**config.mk**
```make
export PLATFORM = sky130hd
export DESIGN_NAME = acc_result_tx_flat
export DESIGN_NICKNAME = d
export VERILOG_FILES = /design/src/rtl/acc_pkg.sv /design/src/rtl/acc_result_tx_if.sv /design/src/rtl/acc_word_fifo.sv /design/src/rtl/acc_result_tx.sv /design/src/flat_wrapper.sv
export SDC_FILE = /design/constraint.sdc
export NUM_CORES = 1
export LEC_CHECK = 0
export ABC_AREA = 1
export CAP_MARGIN = 15
export CORE_UTILIZATION = 40
export DETAILED_ROUTE_END_ITERATION = 12
export SKIP_CTS_REPAIR_TIMING = 1
export SYNTH_ARGS = -nofsm -noshare
export SYNTH_HDL_FRONTEND = slang
export SYNTH_SLANG_ARGS = --single-unit
```
**constraint.sdc**
```tcl
create_clock -name clk -period 2.9 [get_ports clk]
set_clock_uncertainty 0.1 [all_clocks]
set_input_delay 0.58 -clock clk [delete_from_list [all_inputs] [get_ports clk]]
set_output_delay 0.58 -clock clk [all_outputs]
set_load 0.03 [all_outputs]
```
**src/rtl/acc_pkg.sv**
```systemverilog
// Shared definitions for the accumulator core and its result serializer.
package acc_pkg;

  localparam int unsigned ACC_IN_WIDTH = 8;
  localparam int unsigned ACC_DWIDTH   = 16;

  typedef enum logic {
    IDLE,
    SEND
  } TX_STATE;

  // Width of an occupancy counter able to hold 0..depth inclusive.
  function automatic int unsigned count_width(input int unsigned depth);
    return $clog2(depth) + 1;
  endfunction

endpackage

```
**src/rtl/acc_result_tx_if.sv**
```systemverilog
// Byte-stream valid/ready link carrying serialized accumulator results.
interface acc_result_tx_if #(
  parameter int unsigned OUT_WIDTH = 8
);

  logic [OUT_WIDTH-1:0] byte_o;
  logic                 byte_valid_o;
  logic                 byte_ready_i;
  logic                 last_o;

  modport master (
    output byte_o,
    output byte_valid_o,
    output last_o,
    input  byte_ready_i
  );

  modport slave (
    input  byte_o,
    input  byte_valid_o,
    input  last_o,
    output byte_ready_i
  );

endinterface

```
**src/rtl/acc_word_fifo.sv**
```systemverilog
// Single-clock word FIFO; head word is visible combinationally on rdata.
module acc_word_fifo
  import acc_pkg::*;
#(
  parameter int unsigned DWIDTH     = 16,
  parameter int unsigned FIFO_DEPTH = 4
) (
  input  logic                                 clk,
  input  logic                                 reset,
  input  logic                                 push,
  input  logic [DWIDTH-1:0]                    wdata,
  input  logic                                 pop,
  output logic [DWIDTH-1:0]                    rdata,
  output logic                                 full,
  output logic                                 empty,
  output logic [count_width(FIFO_DEPTH)-1:0]   count
);

  localparam int unsigned AW = $clog2(FIFO_DEPTH);
  localparam int unsigned CW = count_width(FIFO_DEPTH);

  logic [DWIDTH-1:0] mem_q [FIFO_DEPTH];
  logic [AW-1:0]     wr_ptr_q, wr_ptr_d;
  logic [AW-1:0]     rd_ptr_q, rd_ptr_d;
  logic [CW-1:0]     count_q, count_d;
  logic              do_push, do_pop;

  assign full  = (count_q == CW'(FIFO_DEPTH));
  assign empty = (count_q == '0);
  assign count = count_q;
  assign rdata = mem_q[rd_ptr_q];

  // Gating on the registered flags keeps a same-cycle pop from freeing a slot.
  assign do_push = push && !full;
  assign do_pop  = pop && !empty;

  always_comb begin
    wr_ptr_d = wr_ptr_q;
    rd_ptr_d = rd_ptr_q;
    count_d  = count_q;
    if (do_push) wr_ptr_d = wr_ptr_q + AW'(1);
    if (do_pop)  rd_ptr_d = rd_ptr_q + AW'(1);
    case ({do_push, do_pop})
      2'b10:   count_d = count_q + CW'(1);
      2'b01:   count_d = count_q - CW'(1);
      default: count_d = count_q;
    endcase
  end

  always_ff @(posedge clk or posedge reset) begin
    if (reset) begin
      wr_ptr_q <= '0;
      rd_ptr_q <= '0;
      count_q  <= '0;
    end else begin
      wr_ptr_q <= wr_ptr_d;
      rd_ptr_q <= rd_ptr_d;
      count_q  <= count_d;
    end
  end

  always_ff @(posedge clk) begin
    if (do_push) mem_q[wr_ptr_q] <= wdata;
  end

endmodule

```
**src/rtl/acc_result_tx.sv**
```systemverilog
// Buffers acc_core results and serializes each word MSB byte first onto a
// stallable valid/ready byte link.
module acc_result_tx
  import acc_pkg::*;
#(
  parameter int unsigned DWIDTH     = 16,
  parameter int unsigned OUT_WIDTH  = 8,
  parameter int unsigned FIFO_DEPTH = 4
) (
  input  logic                               clk,
  input  logic                               reset,
  input  logic                               valid_i,
  input  logic [DWIDTH-1:0]                  result_i,
  acc_result_tx_if.master                    tx,
  output logic [count_width(FIFO_DEPTH)-1:0] fifo_count_o,
  output logic                               overflow_o,
  input  logic                               clear_ovf_i
);

  localparam int unsigned BYTES = DWIDTH / OUT_WIDTH;
  localparam int unsigned IW    = (BYTES > 1) ? $clog2(BYTES) : 1;
  localparam logic [IW-1:0] LAST_IDX = IW'(BYTES - 1);

  TX_STATE           state_q, state_d;
  logic [DWIDTH-1:0] shift_q, shift_d;
  logic [IW-1:0]     idx_q, idx_d;
  logic              ovf_q, ovf_d;

  logic              fifo_pop;
  logic              fifo_full;
  logic              fifo_empty;
  logic [DWIDTH-1:0] fifo_rdata;

  acc_word_fifo #(
    .DWIDTH    (DWIDTH),
    .FIFO_DEPTH(FIFO_DEPTH)
  ) u_fifo (
    .clk   (clk),
    .reset (reset),
    .push  (valid_i),
    .wdata (result_i),
    .pop   (fifo_pop),
    .rdata (fifo_rdata),
    .full  (fifo_full),
    .empty (fifo_empty),
    .count (fifo_count_o)
  );

  always_comb begin
    state_d  = state_q;
    shift_d  = shift_q;
    idx_d    = idx_q;
    fifo_pop = 1'b0;
    case (state_q)
      IDLE: begin
        if (!fifo_empty) begin
          fifo_pop = 1'b1;
          shift_d  = fifo_rdata;
          idx_d    = '0;
          state_d  = SEND;
        end
      end
      SEND: begin
        // byte_valid_o is high throughout SEND, so ready alone marks a handshake.
        if (tx.byte_ready_i) begin
          if (idx_q != LAST_IDX) begin
            shift_d = shift_q << OUT_WIDTH;
            idx_d   = idx_q + IW'(1);
          end else if (!fifo_empty) begin
            fifo_pop = 1'b1;
            shift_d  = fifo_rdata;
            idx_d    = '0;
          end else begin
            state_d = IDLE;
          end
        end
      end
      default: state_d = IDLE;
    endcase
  end

  always_comb begin
    ovf_d = ovf_q;
    if (valid_i && fifo_full) ovf_d = 1'b1;
    else if (clear_ovf_i)     ovf_d = 1'b0;
  end

  always_ff @(posedge clk or posedge reset) begin
    if (reset) begin
      state_q <= IDLE;
      shift_q <= '0;
      idx_q   <= '0;
      ovf_q   <= 1'b0;
    end else begin
      state_q <= state_d;
      shift_q <= shift_d;
      idx_q   <= idx_d;
      ovf_q   <= ovf_d;
    end
  end

  assign tx.byte_o       = shift_q[DWIDTH-1 -: OUT_WIDTH];
  assign tx.byte_valid_o = (state_q == SEND);
  assign tx.last_o       = (state_q == SEND) && (idx_q == LAST_IDX);
  assign overflow_o      = ovf_q;

endmodule

```
**src/flat_wrapper.sv**
```systemverilog
// flat-port wrapper written by rule: the top's interface ports become plain ports
module acc_result_tx_flat import acc_pkg::*;
#(
  parameter int unsigned DWIDTH     = 16,
  parameter int unsigned OUT_WIDTH  = 8,
  parameter int unsigned FIFO_DEPTH = 4
)
  (clk, reset, valid_i, result_i, fifo_count_o, overflow_o, clear_ovf_i, tx_byte_o, tx_byte_valid_o, tx_last_o, tx_byte_ready_i);
  acc_result_tx_if #(.OUT_WIDTH(OUT_WIDTH)) tx_i ();
  input  logic clk;
  input  logic reset;
  input  logic valid_i;
  input  logic [DWIDTH-1:0] result_i;
  output logic [count_width(FIFO_DEPTH)-1:0] fifo_count_o;
  output logic overflow_o;
  input  logic clear_ovf_i;
  output wire logic [$bits(tx_i.byte_o)-1:0] tx_byte_o;
  output wire logic [$bits(tx_i.byte_valid_o)-1:0] tx_byte_valid_o;
  output wire logic [$bits(tx_i.last_o)-1:0] tx_last_o;
  input wire logic [$bits(tx_i.byte_ready_i)-1:0] tx_byte_ready_i;
  assign tx_byte_o = tx_i.byte_o;
  assign tx_byte_valid_o = tx_i.byte_valid_o;
  assign tx_last_o = tx_i.last_o;
  assign tx_i.byte_ready_i = tx_byte_ready_i;
  acc_result_tx #(.DWIDTH(DWIDTH), .OUT_WIDTH(OUT_WIDTH), .FIFO_DEPTH(FIFO_DEPTH)) u_core (.clk(clk), .reset(reset), .valid_i(valid_i), .result_i(result_i), .tx(tx_i), .fifo_count_o(fifo_count_o), .overflow_o(overflow_o), .clear_ovf_i(clear_ovf_i));
endmodule
```
==> flow_metrics.py, run 1 <==
metrics = {
    "die": {
        "die_area_um2": 10430,
        "io_pins": 35,
        "start_util": 0.4120,
        "die_x_um": 102.1,
        "die_y_um": 102.1,
        "rows": 36,
        "core_um2": 9729,
    },
    "global_route": {
        "met3_usage": 0.03010,
        "met1_usage": 0.2146,
        "track_usage": 0.1548,
        "grt_max_degree": 47,
        "globalRoute.busiestLayer": "met2",
        "antenna_found_initial": 0,
        "grt_pass1_wl_um": 12000,
        "first_global_vias": 2412,
        "overflow": 0,
        "use_met2": 0.2411,
    },
    "logic_synthesis": {
        "synth-seq-cells": 90,
        "syn_inst": 383,
        "ys_warn_count": 0,
        "ys_seq_area_frac": 0.6417,
        "async_reset_ff_frac": 0.2889,
        "syn_nets": 410,
        "synth_cell_types": 26,
        "synth_flop_cell": "edfxtp_1",
        "syn_avg_cell_area_um2": 10.47,
        "synth_edf_count": 64,
        "syn_area_um2": 4009,
    },
    "critical_path": {
        "reg2reg_to": "u_core.u_fifo.count[2]",
        "r2r.worst_path.cells": 9,
        "criticalPathCategory": "reg2out",
        "r2r_start": "u_core.u_fifo.count[0]",
        "setup.worst_path.start": "u_core.tx.byte_valid_o",
        "cp_data_arrival_time_ns": 1.60,
        "critPathCapture": "tx_last_o",
        "crit_path_end_kind": "primary output",
        "r2r_slack_ns": 0.73,
        "critPathMaxFanout": 5,
        "crit_path_start_kind": "flop",
        "crit_required_ns": 2.22,
    },
    "sta": {
        "worst_slack_ns": 0.6193,
        "worstMarginPinSlew_ns": 0.6461,
        "timing.fmax_mhz": 438.5,
        "period_minus_slack_ns": 2.281,
        "hold_violations": 0,
        "period_share": 0.7865,
        "maxSlewHeadroom": 0.5693,
        "rsz0062_at_grt": "no",
        "tns_ns": 0,
        "timing.hold.ws_ns": 0.4231,
        "setup_viol": 0,
        "drv_slew": 0,
    },
    "min_path": {
        "hold_path.class": "reg2reg",
    },
    "power_and_ir_drop": {
        "peakVddDrop_uv": 403.0,
        "power_density_nw_per_um2": 1003,
        "p_leak_nw": 1.964,
        "finalPower_w": 0.004638,
    },
    "clocking": {
        "clk-insertion-delay-late_ns": 0.37,
        "h-tree-depth": 3,
        "cts_root_buffer": "clkbuf_8",
        "cts_sinks": 90,
        "clk_pin_slew_ns": 0.09,
        "cts_tree": "yes",
        "clockBufferDepth": 2,
        "cts_buffers": 9,
    },
    "cells_and_area": {
        "fin_cells": 554,
        "area_delta_synth_final_pct": 15.32,
        "nets": 443,
        "n_fill_cell": 907,
        "drive_gt1_frac": 0.08789,
        "layout_commonest_cell": "nand2_1",
        "diodes": 0,
        "layout_common_cells": "nand2_1, inv_1, edfxtp_1",
    },
    "placed_design": {
        "dp_cells": 538,
        "dp_slack_ns": 0.2920,
        "gp_congestion": 0.7724,
        "place.detailed.hpwl_um": 4721,
        "port_buffers": 34,
    },
    "routing": {
        "via_per_inst": 4.482,
        "num_vias": 2483,
        "drt-wirelength-per-cell_um": 12.97,
        "antenna_left": 0,
        "dr.pass1.iters": 4,
        "wirelength_um": 7188,
        "first_iter_violations": 113,
        "post-route-drc-count": 0,
    },
    "flow_run": {
        "drv_cap": 0,
    },
    "run_status": {
        "outcome": "complete, no violations",
    },
}
-- state kept, by name, indices dropped and copies added (netlist names) --
signal and flops:
u_core.u_fifo.mem_q 64, u_core.shift_q 16, u_core.u_fifo.count 3, u_core.u_fifo.rd_ptr_q 2, u_core.u_fifo.wr_ptr_q 2, u_core.idx_q 1, u_core.overflow_o 1, u_core.tx.byte_valid_o 1
-- through the flow --
stage,utilization,cell area (µm²)
final,0.4752,4623
after detailed placement,0.4554,4431
after CTS,0.4752,4623
after global routing,0.4752,4623
after floorplan,-,4009
after global placement,0.4554,4431
-- where the power goes --
| group | total [W] | switching (W) | internal, W |
|---|---|---|---|
| clock | 0.000827 | 0.000475 | 0.000352 |
| combinational | 0.00187 | 0.00121 | 0.000653 |
| sequential | 0.00194 | 0.000192 | 0.00175 |
| total | 0.00464 | 0.00188 | 0.00276 |
-- cell usage after synthesis, types with 5 or more instances --
| cell type | instances | area (µm²) |
|---|---|---|
| buf_2 | 5 | 25.02 |
| o21ai_1 | 10 | 50.05 |
| o21ai_0 | 28 | 140.1 |
| buf_4 | 11 | 82.58 |
| nand2_1 | 87 | 326.6 |
| a21oi_1 | 18 | 90.09 |
| ha_1 | 5 | 62.56 |
| inv_1 | 64 | 240.2 |
| nor2_1 | 15 | 56.30 |
| edfxtp_1 | 64 | 1922 |
| nand3_1 | 24 | 120.1 |
| dfrtp_1 | 26 | 650.6 |
-- logic make-up after synthesis --
family | share of synthesized area
fa+ha+maj | 0.02060
xor+xnor | 0.01280
flops | 0.6417
buf+inv | 0.1002
compound gates | 0.07210
simple gates | 0.1526
-- per-layer routing --
layer | up-vias | routed length [µm]
met5 | - | 0
met4 | 0 | 99
met3 | 6 | 224
met2 | 43 | 3260
met1 | 1141 | 3604
li1 | 1293 | -
-- area by class of cell --
cell class,count,area [µm²],area share
inverters,67,256.5,0.05548
well taps,133,166.4,0.03599
clock inverters,6,55.05,0.01191
flip-flops and latches,90,2572,0.5564
multi-input cells,206,1035,0.2238
repair buffers,42,400.4,0.08660
clock buffers,10,137.6,0.02977
-- worst min-delay path by stage --
| stage | startpoint | cells past startpoint | to | slack, ns |
|---|---|---|---|---|
| final | u_core.shift_q[9] | 2 | u_core.shift_q[9] | 0.42 |
| after global routing | u_core.shift_q[4] | 2 | u_core.shift_q[4] | 0.45 |
| after CTS | u_core.shift_q[9] | 2 | u_core.shift_q[9] | 0.43 |
| after detailed placement | u_core.shift_q[9] | 2 | u_core.shift_q[9] | 0.41 |
| after global placement | u_core.shift_q[7] | 2 | u_core.shift_q[7] | 0.40 |
| after floorplan | u_core.shift_q[11] | 2 | u_core.shift_q[11] | 0.37 |
-- critical path: stages, from the launching register on --
cell and delay, ns:
dfrtp_1 0.46, nand2_1 0.08, inv_1 0.05, clkdlybuf4s50_1 0.65
No activity file was read; power rests on OpenSTA's default activity.
==> run 2, diff against run 1 <==
==> constraint.sdc (replaced) <==
create_clock -name clk -period 2 [get_ports clk]
set_clock_uncertainty 0.1 [all_clocks]
set_input_delay 0.4 -clock clk [delete_from_list [all_inputs] [get_ports clk]]
set_output_delay 0.4 -clock clk [all_outputs]
set_load 0.03 [all_outputs]
==> run 2 against run 1 <==
Critical path depth is 2 lower. Cell count is 1.8% higher. Via count increased by 4.1%. Wire length up 3.8%. Count of clock-buffer cells in the layout fell by 1. Setup slack got worse by 0.56 ns. Worst hold slack lost 0.12 ns. Global-route usage is 0.50 points higher. Critical path type unchanged.
==> flow_metrics.py, run 2 (synthesis gave the netlist of run 1 again) <==
metrics = {
    "die": {
        "die_area_um2": 10430,
        "start_util": 0.4120,
        "core_um2": 9729,
        "io_pins": 35,
        "rows": 36,
        "die_y_um": 102.1,
        "die_x_um": 102.1,
    },
    "sta": {
        "period_share": 0.9713,
        "drv_slew": 0,
        "period_minus_slack_ns": 1.943,
        "setup_viol": 0,
        "timing.hold.ws_ns": 0.3033,
        "hold_violations": 0,
        "maxSlewHeadroom": 0.5996,
        "timing.fmax_mhz": 514.8,
        "worstMarginPinSlew_ns": 0.5999,
        "rsz0062_at_grt": "no",
        "tns_ns": 0,
    },
    "critical_path": {
        "worstPathCellList": "clkdlybuf4s50_1",
        "criticalPathCategory": "reg2out",
        "setup.worst_path.start": "u_core.tx.byte_valid_o",
        "r2r_start": "u_core.u_fifo.count[1]",
        "crit_path_end_kind": "primary output",
        "critPathMaxFanout": 5,
        "crit_required_ns": 1.50,
        "cp_data_arrival_time_ns": 1.44,
        "crit_path_start_kind": "flop",
        "cpMaxStageDelayCell": "clkdlybuf4s50_1",
        "cp_num_cells": 1,
        "r2r.worst_path.cells": 9,
        "path_delay_family": "buffers and inverters",
        "cp_num_buf_inv": 1,
        "slowest_delay_ns": 0.69,
    },
    "placed_design": {
        "dp_cells": 547,
        "dpl_cell_area_um2": 4568,
        "port_buffers": 34,
        "gp_congestion": 0.7315,
        "place.detailed.hpwl_um": 4845,
    },
    "cells_and_area": {
        "largest_register": "u_core.u_fifo.mem_q",
        "layout_commonest_cell": "nand2_1",
        "fin_cells": 564,
        "area_delta_synth_final_pct": 18.76,
        "diodes": 0,
        "drive_gt1_frac": 0.1299,
        "nets": 454,
        "largest_register_ffs": 64,
        "design_area_um2": 4761,
        "layout_common_cells": "nand2_1, edfxtp_1, inv_1",
    },
    "power_and_ir_drop": {
        "p_leak_nw": 2.043,
        "peakVddDrop_uv": 570.0,
        "power_density_nw_per_um2": 1446,
    },
    "clocking": {
        "cts_tree": "yes",
        "cts_buffers": 9,
        "h-tree-depth": 3,
        "clk_pin_slew_ns": 0.09,
        "clockBufferDepth": 2,
        "cts_sinks": 90,
        "clk-insertion-delay-late_ns": 0.34,
        "cts_root_buffer": "clkbuf_8",
    },
    "flow_run": {
        "drv_cap": 0,
    },
    "routing": {
        "first_iter_violations": 85,
        "via_per_inst": 4.585,
        "drt-wirelength-per-cell_um": 13.23,
        "wirelength_um": 7460,
        "dr.pass1.iters": 4,
        "post-route-drc-count": 0,
        "num_vias": 2586,
        "antenna_left": 0,
    },
    "global_route": {
        "track_usage": 0.1598,
        "first_global_vias": 2566,
        "grt_pass1_wl_um": 12410,
        "grt_max_degree": 47,
        "antenna_found_initial": 0,
        "overflow": 0,
    },
    "min_path": {
        "hold_path.class": "in2async",
    },
    "run_status": {
        "outcome": "complete, no violations",
    },
}
[run 2: changes by cell type in the layout (fill, tap and decap cells not counted), moves of 3 or more]
cell,change
dfrtp_2,+4
dlymetal6s2s_1,+3
clkdlybuf4s50_1,-3
dfrtp_1,-4
buf_4,+7
buf_12,+4
[run 2: per-layer routing]
layer	vias to the layer above	GRT usage	share of wire
li1	1311	-	-
met1	1219	0.2109	0.47
met2	50	0.2648	0.48
met3	6	0.02462	0.033
met4	0	0.06484	0.012
met5	-	0	0
[run 2: final timing paths]
check | endpoint | slack [ns]
worst max-delay path | tx_byte_valid_o | 0.06
worst max register to register | u_core.u_fifo.count[2] | 0.14
max in group asynchronous | u_core.tx.byte_valid_o | 1.20
worst min-delay path | u_core.u_fifo.count[1] | 0.30
min in group clk | u_core.shift_q[11] | 0.42
worst min register to register | u_core.shift_q[11] | 0.42
[run 2: area by class of cell]
type	instances	area (µm²)
Fill cell	881	4969
Sequential cell	90	2577
Multi-Input combinational cell	206	1054
Timing Repair Buffer	53	540.5
Inverter	67	256.5
Tap cell	133	166.4
Clock buffer	9	123.9
Clock inverter	6	42.54
[run 2: per-stage QoR]
stage	worst slack (ns)	power, W	util
final	0.05741	0.006882	0.4893
after global routing	0.001962	0.007439	0.4893
after CTS	-0.04500	0.006919	0.4866
after global placement	-0.2751	0.005771	0.4695
after floorplan	-0.06524	0.004935	-
after detailed placement	-0.2974	0.005840	0.4695
[run 2: report_power, final]
group | switching (W) | total (W) | internal, W
logic | 0.00190 | 0.00303 | 0.00113
clock network | 0.000632 | 0.00108 | 0.000447
registers | 0.000224 | 0.00277 | 0.00255
[run 2: tightest hold or removal path: stages]
cell             delay [ns]
clkdlybuf4s50_1        0.39
inv_1                  0.05
buf_4                  0.31
